[src/rtl/toy_bus_ddec_node_reg.sv]
// toy_bus_ddec_node_reg
// Registered 1-to-N target-ID decoder node for the ToyBus request network.
// Each input beat goes to the one output channel whose route-table entry
// matches its tgt_id. One output register stage runs at full throughput.
// A beat that matches no entry is consumed and dropped. The drop is reported
// on err_* and counted in a saturating err_cnt.
//
// Ports:
//   clk, rst_n                  clock, asynchronous active-low reset
//   in_vld/in_rdy               input handshake
//   in_opcode/data/src/tgt_id   input payload
//   out_vld[N_OUT]/out_rdy      per-channel handshake (out_vld is one-hot or 0)
//   out_opcode/data/src/tgt_id  registered payload, shared by all channels
//   err_vld                     one-cycle pulse for a dropped beat
//   err_src_id/err_tgt_id       IDs of the last dropped beat
//   err_cnt/err_cnt_clr         saturating drop counter, synchronous clear
module toy_bus_ddec_node_reg #(
  parameter int N_OUT = 2,
  parameter int DATA_W = 32,
  parameter int ID_W = 4,
  parameter logic [N_OUT*ID_W-1:0] RTE_ID = {4'd6, 4'd1},
  parameter int CNT_W = 16
) (
  input  logic              clk,
  input  logic              rst_n,
  input  logic              in_vld,
  output logic              in_rdy,
  input  logic              in_opcode,
  input  logic [DATA_W-1:0] in_data,
  input  logic [ID_W-1:0]   in_src_id,
  input  logic [ID_W-1:0]   in_tgt_id,
  output logic [N_OUT-1:0]  out_vld,
  input  logic [N_OUT-1:0]  out_rdy,
  output logic              out_opcode,
  output logic [DATA_W-1:0] out_data,
  output logic [ID_W-1:0]   out_src_id,
  output logic [ID_W-1:0]   out_tgt_id,
  output logic              err_vld,
  output logic [ID_W-1:0]   err_src_id,
  output logic [ID_W-1:0]   err_tgt_id,
  output logic [CNT_W-1:0]  err_cnt,
  input  logic              err_cnt_clr
);

  logic             v_q;
  logic [N_OUT-1:0] sel_q;
  logic [N_OUT-1:0] sel;
  logic             miss;
  logic             found;
  logic             fire_out;
  logic             acc_hit;
  logic             acc_miss;

  // Priority encode: the first matching entry, scanning up from index 0, wins.
  always_comb begin
    sel   = '0;
    found = 1'b0;
    for (int i = 0; i < N_OUT; i++) begin
      if (!found && (in_tgt_id == RTE_ID[i*ID_W +: ID_W])) begin
        sel[i] = 1'b1;
        found  = 1'b1;
      end
    end
    miss = ~found;
  end

  assign out_vld  = {N_OUT{v_q}} & sel_q;
  // The mask with sel_q via out_vld ignores ready bits of channels that are not selected.
  assign fire_out = |(out_vld & out_rdy);
  assign in_rdy   = ~v_q | fire_out;
  assign acc_hit  = in_vld & in_rdy & ~miss;
  assign acc_miss = in_vld & in_rdy & miss;

  always_ff @(posedge clk or negedge rst_n) begin
    if (!rst_n) begin
      v_q        <= 1'b0;
      sel_q      <= '0;
      out_opcode <= 1'b0;
      out_data   <= '0;
      out_src_id <= '0;
      out_tgt_id <= '0;
      err_vld    <= 1'b0;
      err_src_id <= '0;
      err_tgt_id <= '0;
      err_cnt    <= '0;
    end else begin
      if (acc_hit) begin
        v_q        <= 1'b1;
        sel_q      <= sel;
        out_opcode <= in_opcode;
        out_data   <= in_data;
        out_src_id <= in_src_id;
        out_tgt_id <= in_tgt_id;
      end else if (fire_out) begin
        v_q <= 1'b0;
      end

      err_vld <= acc_miss;
      if (acc_miss) begin
        err_src_id <= in_src_id;
        err_tgt_id <= in_tgt_id;
      end

      // A clear wins over an increment in the same cycle.
      if (err_cnt_clr) begin
        err_cnt <= '0;
      end else if (acc_miss && (err_cnt != {CNT_W{1'b1}})) begin
        err_cnt <= err_cnt + CNT_W'(1);
      end
    end
  end

endmodule
[config.mk]
export PLATFORM = sky130hd
export DESIGN_NAME = toy_bus_ddec_node_reg
export DESIGN_NICKNAME = d
export VERILOG_FILES = /design/src/rtl/toy_bus_ddec_node_reg.sv
export SDC_FILE = /design/constraint.sdc
export NUM_CORES = 1
export LEC_CHECK = 0
export CAP_MARGIN = 25
export CORE_UTILIZATION = 40
export CTS_CLUSTER_SIZE = 8
export DETAILED_ROUTE_END_ITERATION = 8
export HOLD_SLACK_MARGIN = 0.12
export PLACE_DENSITY = 0.77
export REMOVE_ABC_BUFFERS = 1
export SETUP_SLACK_MARGIN = 0.15
export SLEW_MARGIN = 5
export SYNTH_ARGS = -nofsm -noshare
export SYNTH_HDL_FRONTEND = slang
export SYNTH_SLANG_ARGS = --single-unit
[constraint.sdc]
create_clock -name clk -period 2.2 [get_ports clk]
set_clock_uncertainty 0.2 [all_clocks]
set_input_delay 0.66 -clock clk [delete_from_list [all_inputs] [get_ports clk]]
set_output_delay 0.66 -clock clk [all_outputs]
set_load 0.005 [all_outputs]
==> impl_metrics.csv, run 1 <==
group,metric,value,unit
sta,period_needed,2.20,ns
placed_design,place_congestion,0.821,
sta,drv_slew,0,
clocking,cts_tree,"yes",
synth,yosysTopAreaCellShare,57.0,%
status,status,"complete, but fails checks",
critical_path,critPathBufInv,2,
placed_design,dp_hpwl,5.39,mm
status,violations,"negative setup slack",
critical_path,crit_chain,"clkdlybuf4s15_1, a22oi_2, nand2_1, buf_2",
finish,area_growth,71.1,%
grt,grt_pass1_wl,14.0,mm
synth,synthArstFlopShare,100,%
sta,worstMarginPinSlew,0.405,ns
sta,clock.fmax,0.454,GHz
synth,yosysTopAreaCell,"dfrtp_1",
detailed_routing,drt-total-wl,9.48,mm
power_and_ir_drop,leakage,2.63,nW
detailed_routing,drtPass1Iterations,4,
clocking,clockBufferDepth,2,
die,io_pins,116,
sta,setup_viol,2,
critical_path,cp_top_family,"buffers and inverters",
placed_design,portBuffers,115,
sta,relSlewSlack,72.7,%
sta,fin_crit_sh,100,%
detailed_routing,wire_per_inst,16.3,um
clocking,cts_sinks,69,
die,initial_utilization,41.5,%
placed_design,dp.cells,527,
die,floorplan.rows,31,
finish,fin_nets,524,
sta,hold_viol_final,0,
detailed_routing,route.detailed.drc,0,
grt,grt_antenna_before_repair,0,
detailed_routing,drt_iter0_drc,149,
power_and_ir_drop,power_density,723,nW/um^2
synth,yosysMostFrequentCell,"nand2_1",
critical_path,slowest_delay,0.23,ns
die,die_area,7920,um^2
clocking,cts-root-buf,"clkbuf_8",
synth,synth_cells,301,
sta,rsz0062_at_grt,"true",
critical_path,critPathLaunchType,"input pin",
detailed_routing,viasPerCell,4.98,
synth,yosysWarnings,0,
placed_design,post-place-ws,-0.525,ns
power_and_ir_drop,irDropWorstVdd,637,uV
clocking,hold_buffers,0,
sta,setup_slack,-0.00455,ns
grt,grt_max_degree,70,
synth,synth_common_cells,"nand2_1, dfrtp_1, nor2_1",
synth,synth_seq_cells,69,
grt,grt_overflow_total,0,
die,die_h,89.0,um
finish,drive_above_1_share,28.5,%
synth,synth_cell_type_count,45,
synth,synth-main-ff-cell,"dfrtp_1",
finish,antenna_cells,0,
critical_path,r2r_end,"err_cnt[9]",
critical_path,timing.rr.start,"err_cnt[10]",
clocking,clock_latency,0.35,ns
synth,avgSynthCellArea,10.1,um^2
worst_hold_path,hold_class,"input pin to asynchronous set/reset pin",
critical_path,cp-end-kind,"output pin",
synth,ys_seq_area_share,57.0,%
clocking,numCtsBuffers,9,
detailed_routing,vias,2886,
critical_path,cp_data_required_time,1.34,ns
die,coreArea,7290,um^2
finish,utilization,71.0,%
critical_path,rrSetupSlack,-0.005,ns
finish,final_cells,580,
critical_path,path_class,"input pin to output pin",
critical_path,cp_max_fo,2,
synth,yosys-top-cells-area,"dfrtp_1, nand2_1, mux2_2, nor2_1, xnor2_1",
critical_path,crit_start,"out_rdy[0]",
detailed_routing,ant_nets,0,
die,chipWidth,89.0,um
flow_run,max-cap-violations,0,
critical_path,rr_worst_depth,6,
synth,synth_edf_count,0,
clocking,htree_num_levels,3,
sta,setup_tns,-0.00800,ns
grt,grt_pass1_vias,2920,
critical_path,crit_path_top_delay_cell,"a22oi_2",
grt,track_usage,23.7,%
clocking,clk_pin_slew,0.08,ns
synth,syn-cell-area,3030,um^2
critical_path,cp.arrival,1.34,ns
-- worst max path at each step --
stage	to	slack [ns]	depth (start not counted)
4_1_cts	in_rdy	0.006	4
3_3_place_gp	in_rdy	-0.49	4
3_5_place_dp	in_rdy	-0.53	4
2_1_floorplan	out_tgt_id[3]	-0.41	4
6_report	in_rdy	-0.005	4
5_1_grt	err_cnt[4]	-0.04	8
-- registers in the layout, summed over array words and instances (netlist names) --
signal,count
err_tgt_id,4
out_src_id,4
err_vld,1
sel_q,2
err_cnt,16
err_src_id,4
out_data,32
out_tgt_id,4
out_opcode,1
v_q,1
-- cells in the final DEF (no fill, tap or decap), drive strengths merged, types with 2 or more instances in the layout --
master	netlist	layout
dlygate4sd2	0	65
and4	2	2
nand4	4	4
nand3	6	6
and3	4	4
and2	4	4
nor4	5	5
nor2	18	18
clkinv	0	4
nor2b	4	4
clkbuf	8	13
dfrtp	69	69
mux2i	2	2
dlymetal6s2s	0	3
mux2	11	11
nor4b	2	2
a211oi	2	2
clkdlybuf4s50	0	38
nor3	2	2
clkdlybuf4s15	0	3
xnor2	6	6
inv	4	4
a311oi	2	2
nand2	125	125
a41o	2	2
clkinvlp	0	2
buf	7	67
-- power breakdown --
group	switching, mW	internal (mW)
combinational	0.462	0.637
sequential	0.153	1.54
clock	0.512	0.436
-- layout make-up --
cell class | instances | area, um^2
multi-input combinational | 213 | 1350
fill | 556 | 2110
clock inverter | 6 | 38.8
tap | 99 | 124
inverter | 4 | 15.0
clock buffer | 10 | 138
sequential | 69 | 1730
timing repair buffer | 179 | 1790
-- stage by stage --
stage | power (mW) | hold WS (ns) | instance area, um^2
after floorplan | 2.02 | 0.164 | 2930
after global placement | 2.82 | 0.257 | 4490
after detailed placement | 2.85 | 0.261 | 4490
after CTS | 3.69 | 0.156 | 4930
after global routing | 3.94 | 0.167 | 5180
final | 3.74 | 0.136 | 5180
-- cell families after synthesis --
kind of cell,Yosys count,synth area share (%)
xor+xnor,6,1.74
fa+ha+maj,1,0.413
simple gates,181,28.4
buf+inv,19,3.68
mux,13,5.13
compound gates,12,3.60
flops,69,57.0
-- layer usage --
| layer | GRT usage, % | share of wire, % | wire length [um] |
|---|---|---|---|
| met5 | 0 | 0 | 0 |
| met4 | 7.50 | 2.1 | 197 |
| met3 | 6.46 | 6.7 | 634 |
| met2 | 42.0 | 51 | 4830 |
| met1 | 28.0 | 40 | 3820 |
-- timing repair --
action,in CTS,in global routing
endpoints found under the setup margin,136,68
pin swaps,10,32
cloned,3,2
buffers inserted,24,8
gates resized for setup,105,37
No activity file was read; power rests on OpenSTA's default activity.
==> inputs of run 2 (changes only) <==
--- a/config.mk
+++ b/config.mk
@@ -6,14 +6,13 @@
 export NUM_CORES = 1
 export LEC_CHECK = 0
 export CAP_MARGIN = 25
-export CORE_UTILIZATION = 40
+export CORE_UTILIZATION = 47
 export CTS_CLUSTER_SIZE = 8
 export DETAILED_ROUTE_END_ITERATION = 8
 export HOLD_SLACK_MARGIN = 0.12
-export PLACE_DENSITY = 0.77
+export PLACE_DENSITY = 0.85
 export REMOVE_ABC_BUFFERS = 1
 export SETUP_SLACK_MARGIN = 0.15
-export SLEW_MARGIN = 5
 export SYNTH_ARGS = -nofsm -noshare
 export SYNTH_HDL_FRONTEND = slang
 export SYNTH_SLANG_ARGS = --single-unit
==> constraint.sdc (replaced) <==
create_clock -name clk -period 2.8 [get_ports clk]
set_clock_uncertainty 0.2 [all_clocks]
set_input_delay 0.84 -clock clk [delete_from_list [all_inputs] [get_ports clk]]
set_output_delay 0.84 -clock clk [all_outputs]
set_load 0.005 [all_outputs]
==> impl_metrics.csv, run 2 (synthesized netlist as in run 1, its figures left out) <==
group,metric,value,unit
status,status,"completed",
power_and_ir_drop,internal_power,2.18,mW
sta,clock.fmax,0.388,GHz
sta,period_needed,2.58,ns
sta,worstMarginPinSlew,0.456,ns
detailed_routing,vias,2598,
power_and_ir_drop,leakage,2.09,nW
placed_design,portBuffers,115,
finish,drive_above_1_share,13.8,%
sta,fin_crit_sh,92.2,%
critical_path,cp_max_fo,2,
detailed_routing,route.detailed.drc,0,
sta,rsz0062_at_grt,"false",
grt,grt_antenna_before_repair,0,
critical_path,crit_path_top_delay_cell,"dlygate4sd2_1",
power_and_ir_drop,irDropWorstVdd,500,uV
critical_path,cp.arrival,1.54,ns
clocking,clockBufferDepth,2,
grt,grt_pass1_vias,2574,
finish,utilization,75.2,%
finish,mostFrequentLayoutCell,"nand2_1",
critical_path,critPathLaunchType,"input pin",
die,die_h,82.2,um
critical_path,critPathBufInv,2,
power_and_ir_drop,switching_power,0.831,mW
critical_path,slowest_delay,0.26,ns
clocking,htree_num_levels,3,
finish,antenna_cells,0,
flow_run,max-cap-violations,0,
die,initial_utilization,49.9,%
die,coreArea,6060,um^2
sta,drv_slew,0,
power_and_ir_drop,pwr-share-comb,28.9,%
critical_path,cp-end-kind,"output pin",
critical_path,path_class,"input pin to output pin",
power_and_ir_drop,power_density,661,nW/um^2
sta,relSlewSlack,69.6,%
detailed_routing,ant_nets,0,
placed_design,place_congestion,0.819,
clocking,numCtsBuffers,9,
clocking,clock_latency,0.35,ns
placed_design,dp_hpwl,5.29,mm
finish,area_growth,50.6,%
power_and_ir_drop,switching_share,27.6,%
die,io_pins,116,
finish,nFillCells,391,
sta,hold_viol_final,0,
power_and_ir_drop,p_seq_share,44.7,%
clocking,cts_tree,"yes",
finish,top_register,"out_data",
clocking,cts-root-buf,"clkbuf_8",
finish,fin_nets,478,
finish,reg_top3,"out_data (32), err_cnt (16)",
clocking,clk_pin_slew,0.08,ns
critical_path,cp_data_required_time,1.76,ns
grt,grt_pass1_wl,12.0,mm
clocking,cts_sinks,69,
grt,track_usage,24.5,%
critical_path,crit_chain,"dlygate4sd2_1, a22oi_2, nand2_1, buf_2",
detailed_routing,drt_iter0_drc,84,
die,floorplan.rows,28,
detailed_routing,drtPass1Iterations,4,
grt,grt_max_degree,32,
worst_hold_path,hold_class,"input pin to asynchronous set/reset pin",
detailed_routing,viasPerCell,5.09,
power_and_ir_drop,clkPwrFrac,26.4,%
detailed_routing,wire_per_inst,14.5,um
detailed_routing,drt-total-wl,7.41,mm
grt,grt_overflow_total,0,
critical_path,cp_top_family,"buffers and inverters",
die,chipWidth,82.2,um
finish,most-common-layout-cells,"nand2_1, clkdlybuf4s50_1, dfrtp_1",
die,die_area,6760,um^2
sta,setup_tns,0,ns
finish,largest_reg_flops,32,
sta,setup_viol,0,
-- run 2: changes by cell type in the layout (fill, tap and decap cells not counted), moves of 4 or more --
cell / previous run / this run
clkdlybuf4s50_1: 38 / 111
dlygate4sd2_1: 65 / 2
buf_4: 39 / 13
buf_6: 11 / 0
nand2_1: 114 / 125
nand2_2: 11 / 0
buf_12: 9 / 5
nor4_4: 5 / 1
-- run 2: power groups by stage --
stage / combinational [mW] / sequential (mW) / clock [mW]
floorplan: 0.224 / 1.36 / 0
global placement: 0.852 / 1.35 / 0
detailed placement: 0.873 / 1.36 / 0
CTS: 0.882 / 1.35 / 0.812
global route: 0.954 / 1.37 / 0.856
finish: 0.870 / 1.35 / 0.795
-- run 2: worst paths after layout --
check	from	endpoint	slack (ns)	cells after the start
max	out_rdy[0]	in_rdy	0.22	4
min	rst_n	sel_q[0]	0.23	1
max reg2reg	err_cnt[0]	err_cnt[9]	0.51	6
min reg2reg	out_data[17]	out_data[17]	0.27	2
max in group asynchronous	rst_n	err_src_id[0]	1.49	2
min in group clk	out_data[17]	out_data[17]	0.27	2
-- run 2: timing repair --
action                     in CTS  in global routing
hold buffers                    0                  0
gates resized for setup         7                  0
setup buffers                   1                  0
setup endpoints to repair       1                  0
-- run 2: layer usage --
layer / GRT usage, % / vias to the layer above / routed length, um
met4: 12.8 / 0 / 193
met2: 37.9 / 103 / 3440
met3: 12.1 / 19 / 766
met1: 27.9 / 1233 / 3000
li1: - / 1243 / -
met5: 0 / - / 0
-- run 2: stage by stage --
step           power, mW  cells  instance area, um^2  hold slack [ns]  worst slack, ns
6_report            3.01    510                 4560            0.232            0.220
5_1_grt             3.18    510                 4560            0.239            0.179
3_3_place_gp        2.20    493                 4360            0.257           -0.366
2_1_floorplan       1.59    286                 2930            0.262          0.00936
4_1_cts             3.04    510                 4560            0.228            0.205
3_5_place_dp        2.23    493                 4360            0.261           -0.386
-- run 2: cell type report --
class | count | area [um^2] | share of cell area [%]
clock buffers | 10 | 128 | 2.80
clock inverters | 6 | 63.8 | 1.40
inverters | 4 | 15.0 | 0.329
multi-input cells | 213 | 1190 | 26.2
flip-flops and latches | 69 | 1730 | 37.9
well taps | 75 | 93.8 | 2.06
repair buffers | 133 | 1340 | 29.3
==> inputs of run 3 (changes only) <==
--- a/config.mk
+++ b/config.mk
@@ -5,6 +5,7 @@
 export SDC_FILE = /design/constraint.sdc
 export NUM_CORES = 1
 export LEC_CHECK = 0
+export ABC_CLOCK_PERIOD_IN_PS = 2800
 export CAP_MARGIN = 25
 export CORE_UTILIZATION = 47
 export CTS_CLUSTER_SIZE = 8
==> results of run 3 <==
Final layout, timing and power as in run 2 (identical DEF).
